--- src/rtl/min_max_disp.sv ---
// Clocked min/max LED bar driver: handshaked configuration, sampled value,
// internal blink phase and a decaying peak-hold marker on a registered LED vector.
module min_max_disp #(
   parameter int VALSIZE     = 4,
   parameter int BLINK_DIV   = 8,
   parameter int HOLD_CYCLES = 16
) (
   input  logic                    clk_i,
   input  logic                    rst_ni,
   input  logic [1:0]              com_i,
   input  logic [VALSIZE-1:0]      min_i,
   input  logic [VALSIZE-1:0]      max_i,
   input  logic                    cfg_valid_i,
   output logic                    cfg_ready_o,
   input  logic [VALSIZE-1:0]      val_i,
   input  logic                    val_valid_i,
   input  logic                    peak_en_i,
   output logic [(2**VALSIZE)-1:0] leds_o,
   output logic                    range_err_o,
   output logic                    cfg_err_o
);

   localparam int NLED = 2**VALSIZE;
   localparam int CW   = (BLINK_DIV > 1) ? $clog2(BLINK_DIV) : 1;
   localparam int HW   = (HOLD_CYCLES > 1) ? $clog2(HOLD_CYCLES) : 1;

   typedef enum logic [1:0] {S_IDLE, S_APPLY, S_RUN, S_FAULT} state_t;

   state_t             state_q, state_d;
   logic [1:0]         com_q;
   logic [VALSIZE-1:0] min_q, max_q, val_q, peak_q, peak_d;
   logic [CW-1:0]      cnt_q, cnt_d;
   logic               phase_q, phase_d;
   logic [HW-1:0]      hold_q, hold_d;
   logic [NLED-1:0]    leds_q, leds_d;
   logic               rerr_q, rerr_d, cerr_q, cerr_d;
   logic               cfg_fire;

   // Index compares use a VALSIZE-bit copy of the loop index, so max/v at the top code never overflow.
   function automatic logic [NLED-1:0] led_map(input logic [1:0]         com,
                                                input logic [VALSIZE-1:0] mn,
                                                input logic [VALSIZE-1:0] mx,
                                                input logic [VALSIZE-1:0] v,
                                                input logic [VALSIZE-1:0] p,
                                                input logic               ph,
                                                input logic               pen);
      logic [NLED-1:0]    res;
      logic [VALSIZE-1:0] idx;
      res = '0;
      case (com)
         2'b00: begin
            if (v >= mn && v <= mx) begin
               for (int i = 0; i < NLED; i++) begin
                  idx = VALSIZE'(i);
                  if (idx >= mn && idx <= v)
                     res[i] = 1'b1;
                  else if (idx > v && idx <= mx)
                     res[i] = ph;
               end
               if (pen && p > v && p <= mx)
                  res[p] = 1'b1;
            end
         end
         2'b01: begin
            for (int i = 0; i < NLED; i++) begin
               idx = VALSIZE'(i);
               if (idx <= v)
                  res[i] = 1'b1;
            end
            if (pen && p > v)
               res[p] = 1'b1;
         end
         2'b10:   res = '0;
         default: res = '1;
      endcase
      return res;
   endfunction

   assign cfg_ready_o = (state_q != S_APPLY);
   assign cfg_fire    = cfg_valid_i & cfg_ready_o;

   always_comb begin
      state_d = state_q;
      case (state_q)
         S_APPLY: state_d = (com_q == 2'b00 && min_q > max_q) ? S_FAULT : S_RUN;
         default: if (cfg_fire) state_d = S_APPLY;
      endcase
   end

   always_comb begin
      cnt_d   = cnt_q;
      phase_d = phase_q;
      if (state_q == S_APPLY) begin
         cnt_d   = '0;
         phase_d = 1'b1;
      end else if (state_q == S_RUN) begin
         if (cnt_q == CW'(BLINK_DIV - 1)) begin
            cnt_d   = '0;
            phase_d = ~phase_q;
         end else begin
            cnt_d = cnt_q + CW'(1);
         end
      end
   end

   always_comb begin
      peak_d = peak_q;
      hold_d = hold_q;
      if (state_q == S_APPLY) begin
         peak_d = val_q;
         hold_d = '0;
      end else if (!peak_en_i) begin
         peak_d = val_q;
         hold_d = '0;
      end else if (state_q == S_RUN) begin
         if (val_q > peak_q) begin
            peak_d = val_q;
            hold_d = '0;
         end else if (hold_q == HW'(HOLD_CYCLES - 1)) begin
            peak_d = val_q;
            hold_d = '0;
         end else begin
            hold_d = hold_q + HW'(1);
         end
      end
   end

   // Outputs hold through APPLY so a reconfiguration never flashes the bar dark.
   always_comb begin
      leds_d = leds_q;
      rerr_d = rerr_q;
      cerr_d = cerr_q;
      case (state_q)
         S_RUN: begin
            leds_d = led_map(com_q, min_q, max_q, val_q, peak_q, phase_q, peak_en_i);
            rerr_d = (com_q == 2'b00) && (val_q < min_q || val_q > max_q);
            cerr_d = 1'b0;
         end
         S_APPLY: ;
         default: begin
            leds_d = '0;
            rerr_d = 1'b0;
            cerr_d = (state_q == S_FAULT);
         end
      endcase
   end

   always_ff @(posedge clk_i or negedge rst_ni) begin
      if (!rst_ni) begin
         state_q <= S_IDLE;
         com_q   <= 2'b10;
         min_q   <= '0;
         max_q   <= '0;
         val_q   <= '0;
         peak_q  <= '0;
         cnt_q   <= '0;
         phase_q <= 1'b1;
         hold_q  <= '0;
         leds_q  <= '0;
         rerr_q  <= 1'b0;
         cerr_q  <= 1'b0;
      end else begin
         state_q <= state_d;
         if (cfg_fire) begin
            com_q <= com_i;
            min_q <= min_i;
            max_q <= max_i;
         end
         if (val_valid_i)
            val_q <= val_i;
         peak_q  <= peak_d;
         cnt_q   <= cnt_d;
         phase_q <= phase_d;
         hold_q  <= hold_d;
         leds_q  <= leds_d;
         rerr_q  <= rerr_d;
         cerr_q  <= cerr_d;
      end
   end

   assign leds_o      = leds_q;
   assign range_err_o = rerr_q;
   assign cfg_err_o   = cerr_q;

endmodule
--- config.mk ---
export PLATFORM = sky130hd
export DESIGN_NAME = min_max_disp
export DESIGN_NICKNAME = d
export VERILOG_FILES = /design/src/rtl/min_max_disp.sv
export SDC_FILE = /design/constraint.sdc
export NUM_CORES = 1
export LEC_CHECK = 0
export ABC_AREA = 1
export CAP_MARGIN = 20
export CORE_ASPECT_RATIO = 1.5
export CORE_MARGIN = 2
export CORE_UTILIZATION = 52
export CTS_CLUSTER_SIZE = 28
export DETAILED_ROUTE_END_ITERATION = 12
export GPL_ROUTABILITY_DRIVEN = 0
export GPL_TIMING_DRIVEN = 0
export HOLD_SLACK_MARGIN = 0.08
export PLACE_DENSITY_LB_ADDON = 0.08
export SLEW_MARGIN = 10
export SYNTH_ARGS = -nofsm -noshare
export SYNTH_HDL_FRONTEND = slang
export SYNTH_SLANG_ARGS = --single-unit
--- constraint.sdc ---
create_clock -name clk_i -period 1.8 [get_ports clk_i]
set_input_delay 0.36 -clock clk_i [delete_from_list [all_inputs] [get_ports clk_i]]
set_output_delay 0.36 -clock clk_i [all_outputs]
set_load 0.1 [all_outputs]
==> flow_summary.yaml <==
sta:
  fmaxAchievable_ghz: 0.5315
  clock_skew_ns: 0.006971
  setup_slack_ns: -0.08130
  setup-violations-final: 16
  rsz0062_at_grt: "yes"
  hold_viol_final: 0
  report.final.slew_viol_count: 0
  maxSlewHeadroom_pct: 63.53
  tns_ns: -0.4718
  tightestPinTransition_ns: 0.5496
  finalCritPeriodShare_pct: 104.5
  timing.final.crit_period_ns: 1.881
synthesis:
  ys_top_cells_by_area: "dfrtp_1 (32%), nand2_1 (24%), ha_1 (9.4%)"
  ys_async_sr_fraction_pct: 100.0
  syn_area_um2: 3452
  syn_inst: 526
  syn_avg_cell_area_um2: 6.563
  yosysWarnings: 0
  synth_ff_type: "dfrtp_1"
  synth.distinct_cells: 30
  ys_ff_latch: 46
  yosysTopAreaCellShare_pct: 31.90
  yosysTopAreaCell: "dfrtp_1"
  synth-seq-area-share_pct: 33.42
  synth_edf_count: 0
  synth_fp_nets: 571
global_route:
  grt_pass1_wl_um: 16950
  antenna_found_initial: 0
  overflow: 0
  grt_max_degree: 27
  gr-usage-all-layers_pct: 29.08
  grt_pass1_vias: 3811
cts:
  clk_pin_slew_ns: 0.08
  clockBufferDepth: 2
  ctsHtreeMaxLevel: 2
  clock_latency_ns: 0.31
  cts_made_buffers: 5
  cts-root-buf: "clkbuf_8"
  clkSinkCount: 46
  cts_tree: "done"
placement:
  dp_slack_ns: -0.4911
  post-dp-hpwl_um: 7298
  dpl_cell_area_um2: 3935
  io_buffers: 37
critical_path:
  r2r-end: "leds_o[6]"
  r2r_cells: 13
  crit_path_start_kind: "flop"
  critPathMaxStageDelay_ns: 0.41
  critPathKind: "flop to flop"
  cpMostUsedCell: "nand2_1"
  cp_slowest_cell: "dfrtp_1"
  critPathCaptureType: "flop"
  rrSetupSlack_ns: -0.08
  required_ns: 2.01
  r2r-start: "val_q[3]"
  path_max_fanout: 7
  cp_data_arrival_time_ns: 2.09
  cp_cell_sequence: "buf_6 -> inv_8 -> ha_4 -> a21oi_2 -> a21oi_4 -> buf_12 -> buf_8 -> nand2_1 -> nand2_1 -> nand2_1 -> nand2_1 -> nand2_1 -> nand2_1"
route:
  drt-total-wl_um: 10320
  drtIter0Drc: 200
  routedWlPerCell_um: 15.29
  first_pass_iters: 5
  num_vias: 3697
  viasPerCell: 5.477
  ant_nets: 0
  drt_drc_violations_left: 0
die:
  core.rowCount: 36
  die_area_um2: 7320
  core_area_um2: 6441
  die_h_um: 103.8
  io_pins: 38
  initial_core_util_pct: 53.59
  die_w_um: 70.53
min_path:
  hold_path.class: "flop to flop"
  hold_depth: 2
  min_to: "leds_o[8]"
  hold_start: "leds_o[8]"
power_and_ir_drop:
  cellPowerDensity_nw_per_um2: 1993
  vdd_drop_max_mv: 1.327
  p_leak_nw: 2.316
layout:
  fin_util_pct: 70.09
  layout_common_cells: "nand2_1 (214), nor2_1 (54), dfrtp_1 (38), nand3_1 (30), a21oi_1 (29)"
  drive_above_1_share_pct: 20.87
  n_antenna_cell: 0
  syn_to_final_growth_pct: 30.77
  final_common_cell: "nand2_1"
  final_area_um2: 4514
  finalNetCount: 643
  fillCellCount: 545
flow_run:
  maxCapViolCount: 0
status:
  outcome: "finished with violations"
  violations: "negative setup slack"
layout make-up:
| type | instances | area [µm²] | share of cell area (%) |
|---|---|---|---|
| flip-flops and latches | 46 | 1161 | 25.72 |
| clock buffers | 8 | 110.1 | 2.439 |
| well taps | 76 | 95.09 | 2.106 |
| plain buffers | 15 | 113.9 | 2.522 |
| repair buffers | 65 | 658.1 | 14.58 |
| multi-input cells | 421 | 2181 | 48.31 |
| inverters | 44 | 195.2 | 4.324 |
power breakdown:
part | internal [mW] | switching (mW)
clock network | 0.388 | 0.351
logic | 2.02 | 4.41
registers | 1.47 | 0.360
total | 3.88 | 5.12
routing by layer:
| metal | vias to the layer above | GRT usage (%) | part of all wire (%) |
|---|---|---|---|
| met3 | 70 | 4.767 | 4.3 |
| li1 | 1821 | - | - |
| met2 | 146 | 53.10 | 53 |
| met5 | - | 0 | 0 |
| met1 | 1660 | 29.50 | 36 |
| met4 | 0 | 18.96 | 6.3 |
registers in the layout (all words and copies together) (netlist names):
signal and flops:
cfg_err_o 1, cnt_q 3, com_q 2, hold_q 4, leds_o 16, max_q 4
min_q 4, peak_q 4, phase_q 1, range_err_o 1, state_q 2, val_q 4
kinds of logic after synthesis:
logic type      Yosys count  share of synthesized area, %
buf+inv                  59                         7.720
xor+xnor                  2                        0.5075
fa+ha+maj                26                         9.424
compound gates           67                         10.55
flops                    46                         33.42
simple gates            326                         38.38
through the flow:
step,hold WS [ns],cells,power (mW)
final,0.4783,675,8.997
after global routing,0.5106,675,9.636
after CTS,0.4793,672,8.729
after detailed placement,0.3469,640,7.319
after global placement,0.4604,639,7.206
after floorplan,0.06441,526,5.966
cell usage after synthesis, types with 2 or more instances:
library cell,instances
nand3_1,35
inv_1,31
nand2_1,217
buf_6,5
o21a_1,2
ha_1,26
nand2_2,9
nor2_1,56
dfrtp_1,44
o21ai_0,13
nor3_1,2
a21oi_1,31
buf_2,4
a31oi_1,3
xor2_1,2
clkbuf_1,6
nand4_1,3
dfstp_2,2
o21ai_1,14
inv_2,11
how the worst max path moves through the flow:
stage / from / endpoint / cells past startpoint
2_1_floorplan: val_q[3] / leds_o[3] / 12
3_3_place_gp: rst_ni / range_err_o / 1
3_5_place_dp: state_q[1] / cfg_ready_o / 4
4_1_cts: max_q[2] / leds_o[4] / 14
5_1_grt: val_q[3] / leds_o[13] / 15
6_report: val_q[3] / leds_o[6] / 13
critical path: cells and delay by family, from the launching register on:
kind	cells	cell delay, ns
and+or+nand+nor	6	0.37
AOI/OAI and AO/OA	2	0.32
DFF	1	0.41
buffers and inverters	4	0.47
adders and majority gates	1	0.21
repair_timing:
action                                 CTS  global route
cloned                                   4             0
endpoints found under the hold margin   19             0
hold buffers                             1             0
gates resized for setup                113            11
setup endpoints to repair               39            24
pin swaps                               15             6
buffers inserted                        19             3
Note: power is estimated with default switching activity, not from simulation.
==> patch, RTL diff (same settings) <==
Register the input `cfg_valid_i` before use, without a reset. The logic sees it one clock later. The other inputs are not delayed to match.
--- a/src/rtl/min_max_disp.sv
+++ b/src/rtl/min_max_disp.sv
@@ -26,4 +26,10 @@
 
    typedef enum logic [1:0] {S_IDLE, S_APPLY, S_RUN, S_FAULT} state_t;
+
+   logic cfg_valid_q;
+
+   always_ff @(posedge clk_i) begin
+      cfg_valid_q <= cfg_valid_i;
+   end
 
    state_t             state_q, state_d;
@@ -78,5 +84,5 @@
 
    assign cfg_ready_o = (state_q != S_APPLY);
-   assign cfg_fire    = cfg_valid_i & cfg_ready_o;
+   assign cfg_fire    = cfg_valid_q & cfg_ready_o;
 
    always_comb begin
Behaviour: not the same (a bounded check fails within 4 cycles, from zero or initial values and one cycle with rst_ni low).
==> patch against the original RTL <==
Wire length decreased by 1.6%. Setup slack improved by 6.7 ps. Synthesized area decreased by 0.91%. Via count increased by 1.9%. Largest power group unchanged. Non-clock buffer count increased by 3. Global-route usage decreased by 0.87 points. Cell area increased by 2.1%. Sequential cell count increased by 1. Total power increased by 0.12%. The flow still finishes with violations (setup timing).
==> patch: results (changes against the original RTL) <==
min_to: "state_q[1]$_DFFE_PN0P_"
instances_no_fill: 685  # +1.5%
run_status: "finished with violations"
routedWlPerCell_um: 14.82  # -3.1%
reg2reg_depth: 14  # +1
skew_ps: 6.659  # -0.3122 ps
endpoint: "leds_o[2]$_DFFE_PN0N_"
synth.area.top_cells: "dfrtp_1, nand2_1, ha_1"
relSlewSlack_pct: 63.29  # -0.24 points
drive_gt1_share_pct: 24.79  # +3.9 points
violations: "setup timing"
cp_slowest_cell: "dfrtp_2"
placed_area_sq_um: 3904  # -0.79%
ys_seq_area_share_pct: 34.31  # +0.89 points
placed_cells: 645  # +0.78%
grt_max_degree: 31  # +15%
critPathArrivalTime_ps: 2120  # +30 ps
setup_violations: 17  # +1
p_leak_nw: 2.306  # -0.41%
hold_slack_ps: 474.0  # -4.205 ps
hold_path_depth: 1  # -1
finalWorstSetupSlack_ps: -74.63  # +6.673 ps
cpPeakStageDelay_ps: 450  # +40 ps
grt_first_pass_wirelength_mm: 16.15  # -4.7%
dr.first_iter.drc_count: 185  # -7.5%
async_reset_ff_share_pct: 97.87  # -2.1 points
synthTopCellsByCount: "nand2_1, nor2_1, dfrtp_1, inv_1, nand3_1"
## patch: changes by cell type in the layout (fill, tap and decap cells not counted), sizes merged, moves of 2 or more
cell   before  now
o21a        2    0
a31oi       3    1
nand3      35   32
o22ai       0    2
a21oi      33   30
nand2     226  224
inv        42   48
o21ai      27   32
nor2       57   64
## patch: metrics by stage
stage | TNS (ps) | power (W) | worst slack (ps)
detailed placement | -7716 | 0.007207 | -516.6
global placement | -46570 | 0.007060 | -898.1
finish | -397.1 | 0.009007 | -74.63
CTS | -570.1 | 0.008507 | -59.64
floorplan | 0 | 0.005839 | 19.43
global route | -2635 | 0.009639 | -145.6
## patch: where the power goes
part / leakage [nW] / switching (W) / internal [W]
clock: 0.0505 / 0.000366 / 0.000350
combinational: 1.68 / 0.00434 / 0.00206
sequential: 0.578 / 0.000401 / 0.00150
## patch: worst reg2reg max path, stage by stage (launching register included)
cell	delay, ps
dfrtp_2	450
inv_4	60
ha_4	270
nand2_2	60
inv_1	60
nand2_2	70
a21oi_4	140
buf_12	150
buf_8	120
nand3_1	100
nand2_1	100
nand2_1	60
nand2_1	60
nand2_1	50
nand2_1	60
## patch: cell families after synthesis
group	share of synthesized area [%]
fa+ha+maj	9.510
flops	34.31
xor+xnor	0.5122
buf+inv	7.059
simple gates	38.04
compound gates	10.57
## patch: final cells by class
cell class	count	area, sq um
inverters	49	196.4
repair buffers	71	709.4
clock inverters	1	7.507
well taps	76	95.09
plain buffers	12	87.58
flip-flops and latches	47	1184
clock buffers	7	96.34
fillers	535	1833
multi-input cells	422	2232
## patch: per-layer routing
metal | track usage [%] | share of wire [%] | vias to the layer above
met4 | 19.82 | 6.0 | 0
met3 | 3.391 | 4.9 | 57
met5 | 0 | 0 | -
met2 | 50.73 | 51 | 182
li1 | - | - | 1838
met1 | 30.88 | 38 | 1692
